[src/rtl/vga_console_pkg.sv]
// vga_console_pkg: shared console palette, colour-index width and RGB332 field slices
package vga_console_pkg;
  localparam int COLOR_W = 4;
  localparam int N_COLORS = 16;
  localparam int R_HI = 7;
  localparam int R_LO = 5;
  localparam int G_HI = 4;
  localparam int G_LO = 2;
  localparam int B_HI = 1;
  localparam int B_LO = 0;
  localparam logic [7:0] PALETTE [N_COLORS] = '{
    8'hFF, 8'h00, 8'h00, 8'h00, 8'h00, 8'h00, 8'h00, 8'h00,
    8'h00, 8'h00, 8'h00, 8'h00, 8'h00, 8'h00, 8'h00, 8'h00
  };
  typedef enum logic [1:0] {IDLE, SEARCH, DONE} state_e;
endpackage

[src/rtl/vga_console_rgb332_distance.sv]
// vga_console_rgb332_distance: weighted L1 distance between two RGB332 colours, blue counted twice
module vga_console_rgb332_distance
  import vga_console_pkg::*;
(
  input  logic [7:0] a_i,
  input  logic [7:0] b_i,
  output logic [4:0] d_o
);
  logic [2:0] dr, dg;
  logic [1:0] db;
  // per-channel absolute differences summed into a 0..20 distance
  always_comb begin
    dr = a_i[R_HI:R_LO] > b_i[R_HI:R_LO] ? a_i[R_HI:R_LO] - b_i[R_HI:R_LO] : b_i[R_HI:R_LO] - a_i[R_HI:R_LO];
    dg = a_i[G_HI:G_LO] > b_i[G_HI:G_LO] ? a_i[G_HI:G_LO] - b_i[G_HI:G_LO] : b_i[G_HI:G_LO] - a_i[G_HI:G_LO];
    db = a_i[B_HI:B_LO] > b_i[B_HI:B_LO] ? a_i[B_HI:B_LO] - b_i[B_HI:B_LO] : b_i[B_HI:B_LO] - a_i[B_HI:B_LO];
    d_o = {2'b00, dr} + {2'b00, dg} + {2'b00, db, 1'b0};
  end
endmodule

[src/rtl/vga_console_rgb332_quantizer.sv]
// vga_console_rgb332_quantizer: sequential nearest-palette search mapping RGB332 to a console colour index
module vga_console_rgb332_quantizer
  import vga_console_pkg::*;
#(
  parameter bit EARLY_EXIT = 1'b1
) (
  input  logic               clk,
  input  logic               rst_n,
  input  logic               in_valid,
  output logic               in_ready,
  input  logic [7:0]         in_rgb332,
  output logic               out_valid,
  input  logic               out_ready,
  output logic [COLOR_W-1:0] out_color_idx,
  output logic               out_exact
);
  state_e state_q, state_d;
  logic [7:0] pix_q, pix_d;
  logic [COLOR_W-1:0] idx_q, idx_d, best_idx_q, best_idx_d;
  logic [4:0] best_d_q, best_d_d, d;
  vga_console_rgb332_distance u_dist (.a_i(pix_q), .b_i(PALETTE[idx_q]), .d_o(d));
  assign in_ready = rst_n && state_q == IDLE;
  assign out_valid = state_q == DONE;
  assign out_color_idx = best_idx_q;
  assign out_exact = best_d_q == 5'd0;
  // next state: latch pixel, walk the palette keeping the strictly-closer entry, hold result until taken
  always_comb begin
    state_d = state_q;
    pix_d = pix_q;
    idx_d = idx_q;
    best_idx_d = best_idx_q;
    best_d_d = best_d_q;
    case (state_q)
      IDLE: if (in_valid) begin
        pix_d = in_rgb332;
        idx_d = '0;
        best_d_d = 5'd31;
        best_idx_d = '0;
        state_d = SEARCH;
      end
      SEARCH: begin
        best_d_d = d < best_d_q ? d : best_d_q;
        best_idx_d = d < best_d_q ? idx_q : best_idx_q;
        idx_d = idx_q + 1'b1;
        state_d = (idx_q == '1 || (EARLY_EXIT && d == 5'd0)) ? DONE : SEARCH;
      end
      DONE: state_d = out_ready ? IDLE : DONE;
      default: state_d = IDLE;
    endcase
  end
  // state registers; best distance resets high so out_exact reads 0 out of reset
  always_ff @(posedge clk) begin
    if (!rst_n) begin
      state_q <= IDLE;
      pix_q <= '0;
      idx_q <= '0;
      best_idx_q <= '0;
      best_d_q <= 5'd31;
    end else begin
      state_q <= state_d;
      pix_q <= pix_d;
      idx_q <= idx_d;
      best_idx_q <= best_idx_d;
      best_d_q <= best_d_d;
    end
  end
endmodule

[config.mk]
export PLATFORM = sky130hd
export DESIGN_NAME = vga_console_rgb332_quantizer
export DESIGN_NICKNAME = d
export VERILOG_FILES = /design/src/rtl/vga_console_pkg.sv /design/src/rtl/vga_console_rgb332_distance.sv /design/src/rtl/vga_console_rgb332_quantizer.sv
export SDC_FILE = /design/constraint.sdc
export NUM_CORES = 1
export LEC_CHECK = 0
export ABC_CLOCK_PERIOD_IN_PS = 12700
export CAP_MARGIN = 20
export CORE_AREA = 2 2 62 64
export CTS_CLUSTER_SIZE = 24
export DETAILED_ROUTE_END_ITERATION = 8
export DIE_AREA = 0 0 64 66
export GPL_ROUTABILITY_DRIVEN = 0
export PLACE_DENSITY = 0.77
export SETUP_SLACK_MARGIN = 0.5
export SLEW_MARGIN = 25
export SYNTH_ARGS = -nofsm -noshare
export SYNTH_HDL_FRONTEND = slang
export SYNTH_SLANG_ARGS = --single-unit
[constraint.sdc]
create_clock -name clk -period 12.7 [get_ports clk]
set_clock_uncertainty 0.05 [all_clocks]
set_input_delay 1.905 -clock clk [delete_from_list [all_inputs] [get_ports clk]]
set_output_delay 1.905 -clock clk [all_outputs]
set_load 0.05 [all_outputs]
### After elaboration in Yosys (flattened, before gate mapping)

Memories as Yosys holds them, arrays and structs flattened.
Index checks and enable logic that the tools add are counted.

* mux-type cells: 16
* shifts and indexed selects: 0
* multipliers: 0
* reduce and logical (&&, ||, !) cells: 9
* $add $sub $neg: 9
* eq/ne operators: 5
* div/mod/pow operators: 0
* $lt $le $gt $ge: 5
* bitwise operators: 1

Operators with widths (number)
* 8-bit two-way mux: 2
* 4-bit one-hot mux with 2 select lines: 2
* 3-bit subtractor: 4
* 5-bit logical NOT: 2
* 5-bit two-way mux: 2
* 5-bit one-hot mux with 2 select lines: 1
* 2-bit two-way mux: 4
* 4-bit two-way mux: 2
* 3-bit > comparator: 2
* 3-bit two-way mux: 2
* 2-bit one-hot mux with 3 select lines: 1
* 5-bit by 3-bit adder with 5-bit output: 1
* 5-bit greater-or-equal comparator (second input constant): 1
* 5-bit < comparator: 1
* 4-bit inverter with 5-bit output: 1
* 3-bit by 3-bit adder with 4-bit output: 1
* 4-bit by 1-bit adder with 4-bit output (second input constant): 1
* 4-bit == test (second input constant): 1
* 2-bit != test (second input constant): 2
* 2-bit AND reduction: 2
* 2-bit subtractor: 2
* 3-bit AND reduction: 1
* 2-bit by 1-bit == test with 1-bit output (second input constant): 1
* 2-bit == test (second input constant): 1
* other kinds (5): 5

* logic and storage cells: 51
* latch bits: 0
* flip-flop bits (word level): 23
* input bits: 12
* memory bits (read-only): 128
* bits in writable memories: 0
* memories: 1
* output and inout port bits: 7

Memory list
* (no name shown): words 16, width 8, read ports 1, clocked after memory_dff 0, wr ports 0, line vga_console_rgb332_quantizer.sv:21 `vga_console_rgb332_distance u_dist (.a_i(pix_q), .b_i(PALETTE[idx_q]), .d_o(d));`

### Depth between registers and ports, before layout

* depth in word-level cells: 12
* mapped depth: 22
* mapped depth without buffers: 21

### Cells and area by module

From an unflattened synthesis, not the netlist that was laid out.

* cell total of the unflattened synthesis: 198
* area total of the unflattened synthesis: 1831.8 um2

Modules (own cells, without submodules)
* vga_console_rgb332_quantizer: cells each 113, seq. area each 460.4 um2, instances 1, area each 1121.1 um2
* vga_console_rgb332_distance: cells each 85, seq. area each 0.0 um2, instances 1, area each 710.7 um2

### Worst setup path after synthesis

OpenSTA, ideal clock, no wires.

* kind: register -> register
* from: register idx_q[0]
* to: register best_d_q[2]
* cell stages (with the launch flop): 22
* buffers on the path: 1
* data required time: 12529 ps
* slack: 7534 ps
* period minus slack after synthesis: 5166 ps
* library setup time: 121 ps
* arrival time: 4994 ps
* cell sequence: dfxtp_1 inv_1 ha_1 nand2_1 inv_1 ha_1 nor2b_1 o21ai_1 a21oi_1 mux2_2 fa_1 ha_1 inv_1 fa_1 a21boi_0 or2_2 ha_1 a21o_1 a211oi_1 a21oi_2 buf_6 mux2_4

* cells in the longest elaborated chain, start to end: 11
* elaborated cells on any way between the ends: 23
* classes of those cells: add/sub: 8; order compare: 4; eq/ne: 1; mux: 7; bitwise: 1; reduce/logical: 1; memory: 1

RTL lines
* from (decl): line vga_console_rgb332_quantizer.sv:19 `logic [COLOR_W-1:0] idx_q, idx_d, best_idx_q, best_idx_d;`
* from (signal assigned): line vga_console_rgb332_quantizer.sv:62 `idx_q <= idx_d;`
* 4-bit inverter with 5-bit output (not written as such) (*): line vga_console_rgb332_quantizer.sv:21
* memory 16 x 8 bit (*)
* 8-bit two-way mux (not written as such) (*) (2 in series): line vga_console_rgb332_quantizer.sv:21
* 3-bit subtractor (tied with other cells): line vga_console_rgb332_distance.sv:13 `dr = a_i[R_HI:R_LO] > b_i[R_HI:R_LO] ? a_i[R_HI:R_LO] - b_i[R_HI:R_LO] : b_i[R_HI:R_LO] - a_i[R_HI:R_LO];`
* 3-bit two-way mux (on tied branches): line vga_console_rgb332_distance.sv:13, vga_console_rgb332_distance.sv:14
* 3-bit by 3-bit adder with 4-bit output: line vga_console_rgb332_distance.sv:16 `d_o = {2'b00, dr} + {2'b00, dg} + {2'b00, db, 1'b0};`
* 5-bit by 3-bit adder with 5-bit output (*): line vga_console_rgb332_distance.sv:16
* 5-bit < comparator: line vga_console_rgb332_quantizer.sv:42 `best_d_d = d < best_d_q ? d : best_d_q;`
* 2-bit != test (no line)
* 3-bit AND reduction (no line)
* to (signal assigned): line vga_console_rgb332_quantizer.sv:64 `best_d_q <= best_d_d;`
* to (decl): line vga_console_rgb332_quantizer.sv:20 `logic [4:0] best_d_q, best_d_d, d;`

Every way passes the cells marked *; elsewhere a longest branch is shown, timed or not. The select of a mux whose other input is x is not followed.
A chain may end at the register's enable or synchronous reset.

### Final worst setup path

* from: input port rst_n
* to: output port in_ready

* cells in the longest elaborated chain, start to end: 1

RTL lines
* from (decl): line vga_console_rgb332_quantizer.sv:8 `input logic rst_n,`
* 1-bit logical AND: line vga_console_rgb332_quantizer.sv:22 `assign in_ready = rst_n && state_q == IDLE;`
* to (decl): line vga_console_rgb332_quantizer.sv:10 `output logic in_ready,`

No other way between the ends.

==> metrics.md <==
| Metric | Value |
|---|---|
| Clk Latency, worst-skew pair | 0.30 ns |
| Ys Warns | 0 |
| Leading cell type in the layout, fill and taps excluded | nand2_1 |
| Final Critical Period | 5.94 ns |
| Layout cell share with drive strength beyond 1 | 0.0603 |
| Ys flop type | dfxtp_1 |
| Core Rows | 22 |
| Area after DPL | 2090 µm² |
| Reg2Reg Depth | 20 |
| Synth Net Count | 258 |
| Crit. End Element | output port |
| RSZ-0062 raised after global routing | no |
| CORE AREA | 3550 µm² |
| Slowest CP cell | clkdlybuf4s50_1 |
| Final WL | 3280 µm |
| TritonRoute pass-1 iters | 4 |
| CP endpoint | in_ready |
| Vias | 1449 |
| R2R setup slack | 6.93 ns |
| Final WS setup | 6.76 ns |
| CP max stage delay | 1.05 ns |
| Netlist Area Pre-Place | 1880 µm² |
| Post-CTS Hold Buffers | 0 |
| Setup Slack @ Placement | 6.75 ns |
| Final hold slack | 0.415 ns |
| Largest net degree at the start of global routing | 32 |
| First-pass GRT wire length | 6080 µm |
| Setup Crit Path Kind | input pin to output port |
| Initial DRC count | 20 |
| Outcome | finished, final reports clean |
| Yosys reg bits | 23 |
| Startpoint types | input pin |
| Slew margin rel. | 0.413 |
| DRC Markers | 0 |
| CP dominant cell by count | clkdlybuf4s50_1 |
| Post-CTS Setup Bufs | 0 |
| FFs w/ async S/R, synth | 0 |
| Reg2reg end | best_d_q[2] |
| All-Layer GR Usage | 0.178 |
| Seq/Total Area, Yosys | 0.245 |
| Area leader, netlist | dfxtp_1 |
| Die height | 66 µm |
| Period utilisation layout | 0.468 |
| Final antenna diode count | 0 |
| Synth-to-Final Area Change | 12.6% |
| # IOs | 19 |
| Number of flops mapped to enable cells by yosys | 0 |
| Clock Sinks | 23 |
| Final Setup Violations | 0 |
| Worst r2r src | idx_q[0] |
| Synth area leaders | dfxtp_1, ha_1, fa_1 |
| Cell area after layout | 2120 µm² |
| PostCTS Resize Cnt | 0 |
| Number of global-route vias before repair | 1395 |
| Max FO, Critical Path | 31 |
| Vias per std cell | 5.18 |
| Hold Path Class | register to register |
| Highest clock rate | 168 MHz |
| Crit path DAT | 3.99 ns |
| Max_cap viols | 0 |
| Final Max Tran Viols | 0 |
| CTS tree | built |
| Initial antenna violation count | 0 |
| Post-Syn Instances | 216 |
| Critical-path cell list | clkdlybuf4s50_1 -> and2_1 -> clkdlybuf4s50_1 |
| Clock transition at path regs | 0.12 ns |
| Fin Setup TNS | 0 ns |
| Final HPWL DP | 2670 µm |
| Worst Tran Pin Value | 0.878 ns |
| Root buffer cell | clkbuf_4 |
| Final Hold Fails | 0 |
| Initial cell density of the core | 0.530 |
| Worst endpoint required time | 10.74 ns |
| Hold Crit Depth | 2 |
| Total of fill cells in the finished design | 315 |
| Total gr overflow | 0 |
| # H-tree levels | 1 |
| Maximum root-to-sink buffer count | 2 |
| Most frequent cells in the layout | nand2_1, inv_1, ha_1, dfxtp_1, clkdlybuf4s50_1 |
| Crit. path cell count | 3 |
| Num CTS Buffers | 3 |
| Die W | 64 µm |
| Routed len/inst | 11.7 µm |
| Crit path launch | rst_n |
| Worst path bufs/invs | 2 |
| Crit path max-delay family | buffers and inverters |
| Netlist cell types | 44 |
| # nets final | 275 |
| Mean Syn Cell Area | 8.72 µm² |
| ANT nets after route | 0 |
| # port buffers | 18 |
| Die area | 4220 µm² |
| Share of the synthesized area in the top cell type | 0.245 |
worst register-to-register path, stage by stage, from the launching register on:
cell and delay, ns:
dfxtp_1 0.42, inv_1 0.08, ha_1 0.19, nand2_1 0.35, inv_1 0.30, ha_1 0.36
nor2b_1 0.14, o21ai_1 0.08, a21oi_1 0.22, mux2_2 0.40, fa_1 0.55, ha_1 0.16
inv_1 0.05, fa_1 0.42, a21boi_0 0.16, or2_2 0.32, ha_1 0.29, and3_1 0.16
o221ai_2 0.10, a21oi_2 0.53, mux2_4 0.35
synth_stat cells, drive strengths merged (2+ instances only):
| library cell | n |
|---|---|
| nand2 | 26 |
| inv | 24 |
| dfxtp | 23 |
| ha | 23 |
| a21boi | 11 |
| nor2b | 11 |
| nor2 | 9 |
| mux2i | 8 |
| nand2b | 8 |
| fa | 7 |
| mux2 | 6 |
| nand3 | 6 |
| a21oi | 5 |
| and3 | 4 |
| clkbuf | 4 |
| nand3b | 4 |
| a21o | 3 |
| a22oi | 3 |
| and2 | 3 |
| nor3 | 3 |
| o21ai | 3 |
| a221o | 2 |
| buf | 2 |
| nor4 | 2 |
| o211ai | 2 |
| xor2 | 2 |
metrics by stage:
step	cells	util
floorplan	216	-
global placement	276	0.589
detailed placement	276	0.589
CTS	280	0.597
global route	280	0.597
finish	280	0.597
cell families (layout without fill, tap and decap cells):
kind of cell,count (synthesis),in the layout,synth area share
AOI/OAI and AO/OA,35,35,0.141
xor gates and xnor gates,2,2,0.0133
adders and majority gates,30,30,0.227
buffers and inverters,30,46,0.0644
DFF,23,23,0.245
muxes,14,14,0.0804
and+or+nand+nor,82,82,0.229
area by class of cell:
cell class / instances / area (µm²) / share of cell area
clock inverter: 1 / 5.00 / 0.00236
multi-input combinational: 163 / 1300 / 0.614
sequential: 23 / 460 / 0.217
timing repair buffer: 18 / 180 / 0.0850
clock buffer: 3 / 22.5 / 0.0106
tap: 48 / 60.1 / 0.0283
inverter: 24 / 90.1 / 0.0425
flip-flops by register name, indices dropped and copies added (netlist names):
register / count
pix_q: 8
out_color_idx: 4
state_q: 2
idx_q: 4
best_d_q: 5
per-layer routing:
metal / global-route usage / wire length [µm] / up-vias
met5: 0 / 0 / -
met4: 0.0408 / 21 / 0
met3: 0.0102 / 49 / 2
met2: 0.306 / 1510 / 16
met1: 0.245 / 1690 / 663
li1: - / - / 768
how the worst min path moves through the flow:
stage | slack [ns] | from | to
2_1_floorplan | 0.39 | pix_q[4] | pix_q[4]
6_report | 0.42 | out_color_idx[0] | out_color_idx[0]
3_3_place_gp | 0.40 | out_color_idx[1] | out_color_idx[1]
3_5_place_dp | 0.40 | out_color_idx[3] | out_color_idx[3]
5_1_grt | 0.44 | out_color_idx[0] | out_color_idx[0]
4_1_cts | 0.42 | out_color_idx[0] | out_color_idx[0]
Power is left out: the tool's default activity adds up to more than one toggle a clock period on the data nets, which glitch-free logic cannot reach.
